## src/rtl/fifo_wr_arbiter.sv

```systemverilog
// ============================================================================
// Module   : fifo_wr_arbiter
// Brief    : Round-robin, burst-limited sharing of one FIFO write port.
// Revision : 1.0
// ============================================================================
`default_nettype none

module fifo_wr_arbiter #(
    parameter int DATA_WIDTH = 8,
    parameter int NUM_REQ    = 4,
    parameter int MAX_BURST  = 4
) (
    input  logic                          clk,
    input  logic                          rst_n,
    input  logic [NUM_REQ-1:0]            req_valid_i,
    input  logic [NUM_REQ*DATA_WIDTH-1:0] req_data_i,
    output logic [NUM_REQ-1:0]            req_ready_o,
    input  logic                          fifo_full_i,
    output logic                          fifo_wren_o,
    output logic [DATA_WIDTH-1:0]         fifo_wdata_o,
    output logic [NUM_REQ-1:0]            grant_o,
    output logic                          busy_o
);

    localparam int IDX_W = $clog2(NUM_REQ);
    localparam int CNT_W = $clog2(MAX_BURST + 1);
    localparam logic [CNT_W-1:0] C_LAST_BEAT = CNT_W'(MAX_BURST - 1);
    localparam logic [IDX_W-1:0] C_LAST_IDX  = IDX_W'(NUM_REQ - 1);

    typedef enum logic [0:0] {
        ST_IDLE  = 1'b0,
        ST_BURST = 1'b1
    } state_t;

    state_t             r_state;
    logic [NUM_REQ-1:0] r_grant;
    logic [CNT_W-1:0]   r_beat_cnt;
    logic [IDX_W-1:0]   r_rr_ptr;

    logic               w_busy;
    logic [IDX_W-1:0]   w_gidx;
    logic               w_accept;
    logic               w_release;
    logic [IDX_W-1:0]   w_next_ptr;
    logic [IDX_W-1:0]   w_start;
    logic [NUM_REQ-1:0] w_cand;
    logic               w_found;
    logic [IDX_W-1:0]   w_pick;

    assign w_busy = (r_state == ST_BURST);

    always_comb begin
        w_gidx = '0;
        for (int i = 0; i < NUM_REQ; i++) begin
            if (r_grant[i]) begin
                w_gidx = IDX_W'(i);
            end
        end
    end

    assign w_accept   = w_busy & req_valid_i[w_gidx] & ~fifo_full_i;
    assign w_release  = w_busy & (~req_valid_i[w_gidx] |
                                  (w_accept & (r_beat_cnt == C_LAST_BEAT)));
    assign w_next_ptr = (w_gidx == C_LAST_IDX) ? '0 : w_gidx + 1'b1;

    // On release the search restarts after the outgoing requester, which is
    // masked out so a lone requester cannot be regranted on the same edge.
    assign w_start = w_release ? w_next_ptr : r_rr_ptr;
    assign w_cand  = req_valid_i & ~(w_release ? r_grant : '0);

    always_comb begin
        w_found = 1'b0;
        w_pick  = '0;
        for (int i = 0; i < NUM_REQ; i++) begin
            if (!w_found && w_cand[(int'(w_start) + i) % NUM_REQ]) begin
                w_found = 1'b1;
                w_pick  = IDX_W'((int'(w_start) + i) % NUM_REQ);
            end
        end
    end

    always_ff @(posedge clk) begin
        if (!rst_n) begin
            r_state    <= ST_IDLE;
            r_grant    <= '0;
            r_beat_cnt <= '0;
            r_rr_ptr   <= '0;
        end else begin
            case (r_state)
                ST_IDLE: begin
                    if (w_found) begin
                        r_state    <= ST_BURST;
                        r_grant    <= NUM_REQ'(1) << w_pick;
                        r_beat_cnt <= '0;
                    end
                end
                ST_BURST: begin
                    if (w_release) begin
                        r_rr_ptr   <= w_next_ptr;
                        r_beat_cnt <= '0;
                        if (w_found) begin
                            r_grant <= NUM_REQ'(1) << w_pick;
                        end else begin
                            r_state <= ST_IDLE;
                            r_grant <= '0;
                        end
                    end else begin
                        r_beat_cnt <= r_beat_cnt + CNT_W'(w_accept);
                    end
                end
                default: begin
                    r_state <= ST_IDLE;
                    r_grant <= '0;
                end
            endcase
        end
    end

    assign grant_o      = r_grant;
    assign busy_o       = w_busy;
    assign fifo_wren_o  = w_accept;
    assign req_ready_o  = w_accept ? r_grant : '0;
    assign fifo_wdata_o = w_busy ? req_data_i[w_gidx*DATA_WIDTH +: DATA_WIDTH] : '0;

endmodule

`default_nettype wire

```

## config.mk

```make
export PLATFORM = sky130hd
export DESIGN_NAME = fifo_wr_arbiter
export DESIGN_NICKNAME = d
export VERILOG_FILES = /design/src/rtl/fifo_wr_arbiter.sv
export SDC_FILE = /design/constraint.sdc
export NUM_CORES = 1
export LEC_CHECK = 0
export BUFFER_PORTS_ARGS = -buffer_cell sky130_fd_sc_hd__buf_2
export CORE_UTILIZATION = 30
export CTS_CLUSTER_SIZE = 28
export DETAILED_ROUTE_END_ITERATION = 8
export GPL_TIMING_DRIVEN = 0
export PLACE_DENSITY = 0.59
export SETUP_SLACK_MARGIN = 0.2
export SLEW_MARGIN = 20
export SYNTH_ARGS = -nofsm -noshare
export SYNTH_HDL_FRONTEND = slang
export SYNTH_SLANG_ARGS = --single-unit
```

## constraint.sdc

```tcl
create_clock -name clk -period 6.9 [get_ports clk]
set_clock_uncertainty 0.05 [all_clocks]
set_input_delay 2.07 -clock clk [delete_from_list [all_inputs] [get_ports clk]]
set_output_delay 2.07 -clock clk [all_outputs]
set_load 0.03 [all_outputs]
```

==> results.cfg, run 1 <==
[timing]
hold_violations = 0
slew_headroom = 0.658
tightestPinTransition_ps = 513
timing.fmax_mhz = 191
setup_viol = 0
period_needed_ps = 5240
slew_viol_final = 0
period_share = 0.759
rsz0062_at_grt = no
tns_ps = 0

[routing]
num_vias = 1265
wl_per_cell_um = 12.8
drt_iter0_drc = 71
viasPerCell = 5.10
first_pass_iters = 4
final_antenna_net_count = 0
routed_wl_um = 3170
drc = 0

[synth]
synthFlopType = dfxtp_1
synth_fp_nets = 184
synthTopCellsByCount = a21oi_1 (12), nor2_1 (12), and2_1 (11), nand2_1 (11)
yosysSeqAreaShare = 0.179
yosys_warnings = 0
synth_area_um2 = 1120
syn_avg_cell_area_um2 = 7.83
synth_area_leader_cell = dfxtp_1
netlist_instances = 143
synth-edff-count = 0
synth_seq_cells = 10
synth_area_leaders = dfxtp_1 (18%), mux2i_1 (7.2%), and2_1 (6.1%)
yosysTopAreaCellShare = 0.179
async_reset_ff_frac = 0
yosysUniqueCellTypes = 46

[critical_path]
ff2ff_path_depth = 7
path_max_fanout = 6
max_stage_delay_ps = 270
worstPathRequired_ps = 4780
crit_cells = 6
start_kind = input port
cp_data_arrival_time_ps = 3120
critPathMostFrequentCell = buf_2
cp_top_family = compound AO/OA/AOI/OAI gates
cp_cell_sequence = buf_2, mux2_4, o211ai_1, a21bo_2, nor2_1, buf_2
path_class = in2out
critical_path.slowest_cell = mux2_4
end_kind = output pin
worst-path-buf-inv = 2

[placed_design]
dpl_cell_area_um2 = 1460
port_buffers = 56
post-dp-hpwl_um = 2570
place_congestion = 0.831

[grt]
grt_pass1_vias = 1213
grt_pass1_wl_um = 5410
antenna_found_initial = 0
grt_start_max_net_pins = 11
grt-ovfl-total = 0
grt_usage = 0.169

[finish]
regArea_um2 = 200
nets = 245
multi_input_area_um2 = 823
drive_above_1_share = 0.401
diodes = 0
syn_to_final_growth_pct = 33.9
final_cell_area_um2 = 1500
fill_cells = 359

[clock_network]
cts-htree-levels = 1
cts.path.max_buffers = 2
cts-hold-fix-buffers = 0
postCtsSetupBuffers = 0
cts_resized = 0
numCtsBuffers = 3
clkTransAtPathRegs_ps = 40
clock-root-buffer = clkbuf_8
clk_latency_ps = 230
cts.sinks = 10
cts_tree = yes

[status]
status = completed

[floorplan]
die_area_um2 = 3980
rows = 21
start_util = 0.325
boundaryPins = 57
die_h_um = 63.1
core_area_um2 = 3440
die-width_um = 63.1

[power_and_ir_drop]
p_per_area_nw_per_um2 = 164
p_leak_nw = 0.678
ir_drop_mv = 0.0585

[hold_path]
whs_path_depth = 2
worst_hold_path_type = reg2reg

[job]
max-cap-violations = 0
-- layout make-up --
type	instances	share of cell area
flip-flops and latches	10	0.134
clock buffers	3	0.0275
well taps	46	0.0384
repair buffers	56	0.187
plain buffers	8	0.0467
multi-input cells	118	0.549
inverters	7	0.0175
-- where the power goes --
group | switching [mW] | internal (mW)
Clock | 0.0196 | 0.0379
Sequential | 0.00545 | 0.0623
Combinational | 0.0680 | 0.0528
-- state kept, by name, indices dropped and copies added (netlist names) --
| signal | count |
|---|---|
| grant_o | 4 |
| r_beat_cnt | 3 |
| busy_o | 1 |
| r_rr_ptr | 2 |
-- worst register-to-register path, cell delays in order, from the launching register on --
cell and delay [ps]:
dfxtp_1 430, mux2_4 330, or4b_4 520, a221oi_1 500, a2111oi_0 150, a2111o_1 410, nor4b_2 280, a22o_1 180
-- layer usage --
metal | GRT usage | wire length [µm] | part of all wire | up-vias
li1 | - | - | - | 653
met4 | 0.0669 | 54 | 0.017 | 0
met2 | 0.259 | 1380 | 0.43 | 29
met1 | 0.240 | 1620 | 0.51 | 577
met5 | 0 | 0 | 0 | -
met3 | 0.0145 | 125 | 0.039 | 6
-- path summary, 6_finish.rpt --
kind,start,end,slack (ps)
setup / recovery,req_valid_i[0],fifo_wren_o,1660
hold reg to reg,r_beat_cnt[2]$_SDFFE_PN0P_,r_beat_cnt[2]$_SDFFE_PN0P_,450
setup reg to reg,grant_o[1]$_SDFFE_PN0P_,grant_o[3]$_SDFFE_PN0P_,3980
hold / removal,r_beat_cnt[2]$_SDFFE_PN0P_,r_beat_cnt[2]$_SDFFE_PN0P_,450
-- stage by stage --
step	setup WS [ps]	instances	hold slack (ps)	total power, mW	util
final	1660	248	447	0.246	0.435
after global routing	1560	248	469	0.265	0.435
after CTS	1650	248	455	0.248	0.435
after detailed placement	1650	245	448	0.189	0.423
after global placement	1640	245	440	0.190	0.423
after floorplan	1590	143	409	0.154	-
-- cells in the final DEF, fill, tap and decap left out, drive strengths merged, types with 3 or more instances in the layout --
cell	n
o21ai	10
and2	12
mux2i	8
a22o	6
a21bo	3
clkbuf	8
inv	7
nor2b	3
nand2	11
nor2	12
a21oi	12
buf	59
nor3	4
o211ai	3
dfxtp	10
-- cell families after synthesis --
group	Yosys count	share of synthesized area
and+or+nand+nor	54	0.277
AOI/OAI and AO/OA	52	0.337
buffers and inverters	15	0.0860
muxes	10	0.0983
DFF	10	0.179
adders and majority gates	2	0.0223
Note: power is estimated with default switching activity, not from simulation.
==> run 2: changes to the inputs <==
- PLACE_DENSITY: 0.59 -> 0.61
- clock period: 6.9 -> 4.32 ns (I/O delays scaled with it)
==> results.cfg, run 2 (synthesis results as in run 1) <==
[finish]
diodes = 0
final_cell_area_um2 = 1500
layout.cells.non_filler = 248
drive_above_1_share = 0.401
nets = 245
syn_to_final_growth_pct = 33.9
fin_util = 0.435
mostFrequentLayoutCells = buf_2 (57), nor2_1 (12), a21oi_1 (12), nand2_1 (11), and2_1 (11)
fill_cells = 368
final_common_cell = buf_2
largest_reg_flops = 4

[timing]
tns_ps = 0
setup_viol = 0
hold_ws_ps = 439
slew_headroom = 0.648
period_share = 0.861
slew_viol_final = 0
period_needed_ps = 3720
hold_violations = 0
timing.fmax_mhz = 269
rsz0062_at_grt = no
tightestPinTransition_ps = 528
setup_ws_ps = 601

[power_and_ir_drop]
p_int_uw = 244
ir_drop_mv = 0.123
seqPwrFrac = 0.277
p_total_uw = 393
p_leak_nw = 0.678
p_per_area_nw_per_um2 = 262
p_sw_frac = 0.379
p_clk_frac = 0.233
pwr-share-comb = 0.490
net-switching-power_uw = 149

[critical_path]
end_kind = output pin
path_class = in2out
path_max_fanout = 6
cp_top_family = compound AO/OA/AOI/OAI gates
cp_cell_sequence = buf_2, mux2_4, o211ai_1, a21bo_2, nor2_1, buf_2
critPathMostFrequentCell = buf_2
worst-path-buf-inv = 2
worstPathRequired_ps = 2970
max_stage_delay_ps = 280
critical_path.slowest_cell = mux2_4
start_kind = input port
cp_data_arrival_time_ps = 2370

[clock_network]
clk_latency_ps = 230
cts_resized = 0
clock-root-buffer = clkbuf_8
cts_tree = yes
postCtsSetupBuffers = 0
cts-hold-fix-buffers = 0
cts.sinks = 10
numCtsBuffers = 3
cts-htree-levels = 1
cts.path.max_buffers = 2
clkTransAtPathRegs_ps = 40

[placed_design]
dpl_cell_area_um2 = 1460
port_buffers = 56
place_inst = 245
place_congestion = 0.872
post-place-ws_ps = 488
post-dp-hpwl_um = 2530

[grt]
grt_usage = 0.161
grt-ovfl-total = 0
grt_pass1_vias = 1104
grt_pass1_wl_um = 5150
antenna_found_initial = 0
grt_start_max_net_pins = 11

[floorplan]
rows = 21
die-width_um = 63.1
start_util = 0.325
boundaryPins = 57
die_h_um = 63.1
die_area_um2 = 3980
core_area_um2 = 3440

[routing]
drt_iter0_drc = 77
routed_wl_um = 3170
num_vias = 1266
drc = 0
viasPerCell = 5.10
first_pass_iters = 4
final_antenna_net_count = 0
wl_per_cell_um = 12.8

[status]
status = completed

[job]
max-cap-violations = 0

[hold_path]
worst_hold_path_type = reg2reg
run 2: cell counts in the layout (fill, tap and decap cells not counted):
No cell type changed its count.
run 2: per-layer routing:
layer / share of wire / vias up / GRT usage
li1: - / 649 / -
met1: 0.51 / 592 / 0.227
met2: 0.46 / 23 / 0.259
met3: 0.029 / 2 / 0.0109
met4: 0.0044 / 0 / 0.0436
met5: 0 / - / 0
run 2: path summary, 6_finish.rpt:
kind / from / end / slack (ps) / depth (start not counted)
max: req_valid_i[0] / fifo_wren_o / 600 / 6
min: r_beat_cnt[2]$_SDFFE_PN0P_ / r_beat_cnt[2]$_SDFFE_PN0P_ / 440 / 2
max reg2reg: grant_o[1]$_SDFFE_PN0P_ / grant_o[0]$_SDFFE_PN0P_ / 1440 / 7
min reg2reg: r_beat_cnt[2]$_SDFFE_PN0P_ / r_beat_cnt[2]$_SDFFE_PN0P_ / 440 / 2
run 2: power by group through the flow:
stage | Clock (mW) | Sequential (mW) | Combinational (mW)
after CTS | 0.0944 | 0.108 | 0.193
after global routing | 0.0973 | 0.110 | 0.211
final | 0.0915 | 0.109 | 0.193
after detailed placement | 0 | 0.110 | 0.192
after floorplan | 0 | 0.117 | 0.128
after global placement | 0 | 0.110 | 0.192
run 2: area by class of cell:
cell class	count	area (µm²)	area share
flip-flops and latches	10	200	0.134
well taps	46	57.6	0.0384
inverters	7	26.3	0.0175
plain buffers	8	70.1	0.0467
repair buffers	56	280	0.187
clock buffers	3	41.3	0.0275
multi-input cells	118	823	0.549
run 2: worst register-to-register path, stage by stage, from the launching register on:
cell       delay, ps
dfxtp_1          430
mux2_4           340
or4b_4           510
a221oi_1         500
a2111oi_0        150
a2111o_1         400
and3b_1          200
a22o_1           190
